`src/rtl/display_scanner.sv`:
```
// Multiplexed 7-segment scanner: per-digit blanking + display windows, one frame
// snapshot of the hex word, leading-zero suppression and decimal point merge.
module display_scanner #(
    parameter int NUM_DIGITS      = 4,
    parameter int TICKS_PER_DIGIT = 50000,
    parameter int BLANK_TICKS     = 500
) (
    input  logic                    clk,
    input  logic                    rst,
    input  logic [4*NUM_DIGITS-1:0] value,
    input  logic [NUM_DIGITS-1:0]   dp_mask,
    input  logic                    lz_blank,
    output logic [3:0]              nibble,
    input  logic [8:0]              seg_in,
    output logic [8:0]              seg_out,
    output logic [NUM_DIGITS-1:0]   digit_en,
    output logic                    frame_start
);
    localparam int IW = (NUM_DIGITS > 1) ? $clog2(NUM_DIGITS) : 1;
    localparam int CW = $clog2(TICKS_PER_DIGIT);

    localparam logic [CW-1:0] BLANK_LAST = CW'(BLANK_TICKS - 1);
    localparam logic [CW-1:0] SHOW_LAST  = CW'(TICKS_PER_DIGIT - BLANK_TICKS - 1);
    localparam logic [IW-1:0] IDX_LAST   = IW'(NUM_DIGITS - 1);

    typedef enum logic {BLANK, SHOW} state_t;

    state_t                       state;
    logic [IW-1:0]                idx;
    logic [CW-1:0]                cnt;
    logic [NUM_DIGITS-1:0][3:0]   snap;
    logic [NUM_DIGITS-1:0]        dp_snap;
    logic                         lz_snap;
    logic [NUM_DIGITS-1:0]        supp;
    logic [NUM_DIGITS-1:0]        onehot;
    logic                         frame_edge;
    logic                         zero_run;

    assign nibble     = snap[idx];
    assign frame_edge = (state == BLANK) && (idx == '0) && (cnt == '0);

    // A digit is suppressed when it and every digit to its left are zero.
    always_comb begin
        zero_run = 1'b1;
        supp     = '0;
        for (int i = NUM_DIGITS - 1; i >= 0; i--) begin
            zero_run = zero_run && (snap[i] == 4'd0);
            supp[i]  = lz_snap && (i != 0) && zero_run;
        end
    end

    always_comb begin
        onehot      = '0;
        onehot[idx] = 1'b1;
    end

    always_ff @(posedge clk) begin
        if (rst) begin
            state       <= BLANK;
            idx         <= '0;
            cnt         <= '0;
            snap        <= '0;
            dp_snap     <= '0;
            lz_snap     <= 1'b0;
            seg_out     <= '0;
            digit_en    <= '0;
            frame_start <= 1'b0;
        end else begin
            frame_start <= frame_edge;
            if (frame_edge) begin
                snap    <= value;
                dp_snap <= dp_mask;
                lz_snap <= lz_blank;
            end

            case (state)
                BLANK: begin
                    if (cnt == BLANK_LAST) begin
                        state <= SHOW;
                        cnt   <= '0;
                    end else begin
                        cnt <= cnt + 1'b1;
                    end
                end
                SHOW: begin
                    if (cnt == SHOW_LAST) begin
                        state <= BLANK;
                        cnt   <= '0;
                        idx   <= (idx == IDX_LAST) ? '0 : idx + 1'b1;
                    end else begin
                        cnt <= cnt + 1'b1;
                    end
                end
                default: state <= BLANK;
            endcase

            // Outputs reflect the state of the cycle just ending.
            if (state == SHOW) begin
                if (supp[idx]) begin
                    seg_out  <= {1'b0, dp_snap[idx], 7'b0};
                    digit_en <= dp_snap[idx] ? onehot : '0;
                end else begin
                    seg_out  <= {seg_in[8], seg_in[7] | dp_snap[idx], seg_in[6:0]};
                    digit_en <= onehot;
                end
            end else begin
                seg_out  <= '0;
                digit_en <= '0;
            end
        end
    end
endmodule

```
`config.mk`:
```
export PLATFORM = sky130hd
export DESIGN_NAME = display_scanner
export DESIGN_NICKNAME = d
export VERILOG_FILES = /design/src/rtl/display_scanner.sv
export SDC_FILE = /design/constraint.sdc
export NUM_CORES = 1
export LEC_CHECK = 0
export CAP_MARGIN = 0
export CORE_MARGIN = 1
export CORE_UTILIZATION = 40
export DETAILED_ROUTE_END_ITERATION = 10
export HOLD_SLACK_MARGIN = 0.1
export MAX_ROUTING_LAYER = met4
export SLEW_MARGIN = 5
export SYNTH_ARGS = -nofsm -noshare
export SYNTH_HDL_FRONTEND = slang
export SYNTH_SLANG_ARGS = --single-unit
```
`constraint.sdc`:
```
create_clock -name clk -period 3.3 [get_ports clk]
set_input_delay 0.66 -clock clk [delete_from_list [all_inputs] [get_ports clk]]
set_output_delay 0.66 -clock clk [all_outputs]
set_load 0.1 [all_outputs]
```
==> results.ini <==
[drt]
dr_total_vias=1831
drt_iter0_markers=82
route.detailed.vias_per_inst=4.95
post-route-drc-count=0
route.final.wire_length_um=4860
drt_first_pass_iters=4
postRouteAntennaNets=0
route.detailed.wl_per_inst_um=13.1

[timing]
fmax_ghz=0.399
post-route-period-util_pct=76.0
slew_violations=0
final_hold_viol_count=0
setup_repair_after_global_routing_missed_its_margin=no
setup-violations-final=0
min_period_ns=2.51
worstMarginPinSlew_ns=0.962
tns_ns=0
post_route_clock_skew_ns=0.00720
worst_slew_margin_rel_pct=35.6

[critical_path]
critical_path.startpoint=idx[0]
crit_arrival_ns=1.85
timing.critical_path.required_ns=2.64
rr_startpoint=cnt[3]
startpoint_type=flip-flop
critPathKind=reg -> out
cp-end-kind=primary output
path_max_fanout=13
critical_path_cell_by_cell=mux4_2, buf_4
critical_path.slowest_cell=dfxtp_1
biggest_cell_delay_along_the_critical_path_ns=0.71

[logic_synthesis]
synth-compound-area-share_pct=2.95
ys_seq_elements=54
syn_area_um2=2540
netlist-cell-type-count=37
syn-instance-count=248
synthesis.yosys.warnings=0
synthesis.area_per_instance_um2=10.3
synth_top_flop_cell=dfxtp_1
synth_simple_gate_area_share_pct=30.2
number_of_synthesized_flops_with_an_enable_pin=0
synthesis.nets=286
ys_seq_area_share_pct=42.5
synthesized_area_fraction_occupied_by_adder_cells_pct=2.95
yosys.area_share.xor_xnor_pct=4.82
dominant_combinational_cell_family_by_area_after_synthesis=simple AND/OR/NAND/NOR gates
synth_mux_area_share_pct=12.7
async_flop_share_pct=0

[cts]
cts_sink_cnt=54
clk_path_buf_depth=2
cts_root_buf=clkbuf_8
numCtsBuffers=5
cts_hold_buf=0
clkTransAtPathRegs_ns=0.09
clk_latency_ns=0.30
htree_levels=2
postCtsSetupRepairBufs=0
cts_tree=done
cts_repair_resize_count=0

[run]
timing.max_cap.violations=0

[global_route]
number_of_antenna_violations_at_the_first_check_in_global_routing=0
first_global_vias=1726
overflow_left_after_global_routing=0
global_route.usage.total_pct=16.1
global_route_wire_length_before_repair_um=7980
grt_start_max_net_pins=44

[layout]
antenna_cells=0
nNetsFinal=332
instances_no_fill=370
utilization_pct=52.5
flow.area_growth_from_synthesis_pct=24.5
fillers=589
multi_input_comb_area_um2=1360
share_of_final_layout_standard_cells_stronger_than_drive_strength_1_pct=12.2
ff_latch_area_um2=1080

[placement]
detailed_place_hpwl_um=3400
placement.io_buffers=49
routability_congestion_estimate_from_global_placement=0.736
dp_cells=362

[power_and_ir_drop]
peakVddDrop_v=0.000233
report.power.total_w=0.00136
total_leakage_power_nw=1.21
cellPowerDensity_nw_per_um2=429

[run_status]
run_status=completed

[worst_hold_path]
holdCritPathClass=reg -> reg
timing.hold.worst.start=dp_snap[0]

[floorplan]
pin_count=50
fp.dieArea_um2=6680
dieHeight_um=81.7
die_w_um=81.7
placementRows=28
initial_core_util_pct=42.2
core-area_um2=6030

## per-layer routing
| layer | wire [um] | vias up | track usage (%) | share of wire, % |
|---|---|---|---|---|
| met4 | 59 | 0 | 4.74 | 1.2 |
| li1 | - | 943 | - | - |
| met1 | 2410 | 845 | 21.5 | 50 |
| met3 | 244 | 6 | 3.44 | 5.0 |
| met5 | 0 | - | - | 0 |
| met2 | 2140 | 37 | 24.4 | 44 |
## cell usage after synthesis (2+ instances only)
cell / count / share of area, %
dfxtp_1: 54 / 43
nand2b_1: 43 / 11
mux2i_1: 21 / 8.3
nor3_1: 20 / 3.9
xnor2_1: 11 / 3.8
and2_1: 8 / 2.0
clkbuf_1: 8 / 1.2
inv_1: 8 / 1.2
ha_1: 6 / 3.0
nand2_1: 6 / 0.89
nand3_1: 6 / 1.2
a21oi_1: 5 / 0.98
mux4_2: 5 / 4.4
nor3b_1: 5 / 1.5
nor4_1: 5 / 1.2
nor2_1: 4 / 0.59
nor4_4: 3 / 2.5
or3_1: 3 / 0.74
xor2_1: 3 / 1.0
and3_1: 2 / 0.49
buf_6: 2 / 0.89
nand4_1: 2 / 0.49
nand4_2: 2 / 0.98
o21ai_0: 2 / 0.39
or4_1: 2 / 0.59
## flip-flops by register name (all words and copies together) (netlist names)
name         flops
lz_snap          1
frame_start      1
dp_snap          4
seg_out          9
state            1
digit_en         4
cnt             16
idx              2
snap            16
## path summary, 6_finish.rpt
check                                   to  slack, ns  cells past startpoint
worst min-delay path            dp_snap[0]       0.48                      2
worst min register to register  dp_snap[0]       0.48                      2
worst max register to register     snap[8]       1.43                      5
worst max-delay path             nibble[2]       0.79                      2
## through the flow
stage,hold WS [ns],cell area [um^2],setup WS [ns]
floorplan,0.444,2540,1.07
global placement,0.460,3060,1.13
detailed placement,0.464,3060,1.10
CTS,0.483,3170,0.762
global route,0.508,3170,0.686
finish,0.478,3170,0.791
## layout make-up
cell class | count | area share [%]
Clock buffer | 6 | 2.29
Clock inverter | 2 | 1.19
Inverter | 8 | 0.949
Multi-Input combinational cell | 173 | 43.0
Sequential cell | 54 | 34.2
Tap cell | 75 | 2.96
Timing Repair Buffer | 52 | 15.4
## critical path: cells and delay by family, from the launching register on
kind / cells / cell delay [ns]
buffers and inverters: 1 / 0.25
multiplexers: 1 / 0.59
flip-flops: 1 / 0.71
## cell families after synthesis
family          Yosys count
fa+ha+maj                 6
compound gates           10
buf+inv                  21
mux                      26
flops                    54
xor+xnor                 14
simple gates            117
## cells in the final DEF, fill, tap and decap left out, drive strengths merged, types with 2 or more instances in the layout
master	count
inv	8
mux2i	21
nand4	4
nor2	4
mux4	5
o21ai	2
nand2b	43
a21oi	5
and2	8
ha	6
xnor2	11
nand2	6
nor4	8
xor2	3
clkbuf	6
nand3	6
nor3	20
dfxtp	54
or3	3
and3	2
clkdlybuf4s50	39
nor3b	6
buf	13
or4	2
## where the power goes
group / switching (W) / internal [W]
clock: 0.000211 / 0.000227
sequential: 0.0000235 / 0.000683
combinational: 0.000112 / 0.000103
total: 0.000346 / 0.00101
Power figures use the tool's default switching activity.
==> variant (config.mk and constraints unchanged) <==
Reset style: asynchronous (`rst`), changed in one clocked block.
--- a/src/rtl/display_scanner.sv
+++ b/src/rtl/display_scanner.sv
@@ -56,3 +56,3 @@
 
-    always_ff @(posedge clk) begin
+    always_ff @(posedge clk or posedge rst) begin
         if (rst) begin
Behaviour: differs if rst is asserted again (counterexample within 4 cycles, from zero or initial values and one cycle with rst high); with rst held inactive, the same outputs for 10 cycles.
==> variant against the unedited design <==
  * Hold slack better by 0.037 ns
  * Largest cell class is now flip-flops and latches
  * Sequential cell count unchanged
  * Highest routed layer unchanged
  * Final area fell by 3.7%
  * Area after synthesis shrank 4.2%
  * Register-to-register slack lost 0.26 ns
  * Utilization shrank 0.73 points
  * First-iteration DRC count down 16%
  * Clock skew grew 0.0039 ns
  * Setup slack better by 0.070 ns
  * Wire length fell by 2.7%
Power is not compared: it rests on default switching activity, and its combinational part moved more than twofold at a synthesized area within 25%.
==> variant: results (changes against the unedited design) <==
Layout Nets=285 (-14%); drt initial violations=69 (-16%); Max transition margin=0.3581 (+0.001721); WL met3=182 µm (-25%); CP max FO=11 (-2); Filler cells=542 (-8.0%); final wirelength=4723 µm (-2.7%); Wirelength per Cell=14.67 µm (+12%); Final GP Congestion=0.7684 (+4.3%); Synth top cells by count=dfrtp_1 (54), mux2_2 (21), nor2_1 (19); pre-CTS setup slack=1.169 ns (+0.06751 ns); pin count of the biggest net entering global routing=30 (-32%); Clock Latency Late Sink=0.31 ns; R2R cell count=4 (-1); Via density=4.981 (+0.66%); global-route wire length before repair=7797 µm (-2.2%); count of cell types in the netlist=34 (-8.1%); Async S/R FF share, synth=1.000 (+1.000); CP arrival=1.78 ns (-0.07 ns); routed length on met2=2163 µm (+1.1%); share of layout cells above drive strength 1=0.2429 (+0.1209); sequential area share after synthesis=0.5547 (+0.1295); clock skew=0.01113 ns (+0.003930 ns); GR Util All Layers=0.1668 (+0.005640); status=complete, no violations; vias in the first global route=1551 (-10%); Max stage delay on crit path=0.65 ns (-0.06 ns); total iterations of the first detailed-routing run=5 (+1); met1 Use GR=0.2391 (+0.02408)
[variant: changes by cell type after synthesis, moves of 15 or more]
cell      before  now
dfrtp_1        0   54
mux2i_1       21    0
nand2b_1      43    0
nor3_1        20    3
dfxtp_1       54    0
mux2_2         0   21
nor2_1         4   19
[variant: path summary, 6_finish.rpt]
| check | end | from | slack (ns) |
|---|---|---|---|
| worst max-delay path | nibble[3] | idx[0] | 0.86 |
| worst min-delay path | dp_snap[0] | dp_snap[0] | 0.51 |
| worst max register to register | cnt[2] | cnt[3] | 1.17 |
| worst min register to register | dp_snap[0] | dp_snap[0] | 0.51 |
| max in group asynchronous | idx[0] | rst | 2.04 |
| min in group asynchronous | seg_out[7] | rst | 0.72 |
[variant: area by class of cell]
type | count | area [µm²] | area share
Inverter | 7 | 26.28 | 0.008617
Timing Repair Buffer | 51 | 475.5 | 0.1559
Sequential cell | 54 | 1351 | 0.4432
Multi-Input combinational cell | 127 | 1015 | 0.3328
Tap cell | 75 | 93.84 | 0.03078
Clock buffer | 5 | 68.82 | 0.02257
Clock inverter | 3 | 18.77 | 0.006155
[variant: report_power, final]
group / switching, µW / internal (µW) / leakage [µW]
combinational: 41.9 / 51.1 / 0.000622
sequential: 9.12 / 674 / 0.000691
clock: 215 / 150 / 0.0000483
total: 266 / 875 / 0.00136
[variant: kinds of logic (layout without fill, tap and decap cells)]
logic type               count (synthesis)  in the layout  share of synthesized area
AND/OR/NAND/NOR                         71             71                     0.1587
flip-flops                              54             54                     0.5547
multiplexers                            28             28                     0.1525
XOR/XNOR                                14             14                    0.05033
buffers and inverters                   14             66                    0.02876
adder cells (fa/ha/maj)                  7              7                    0.03595
AO/OA/AOI/OAI                            7              7                    0.01900
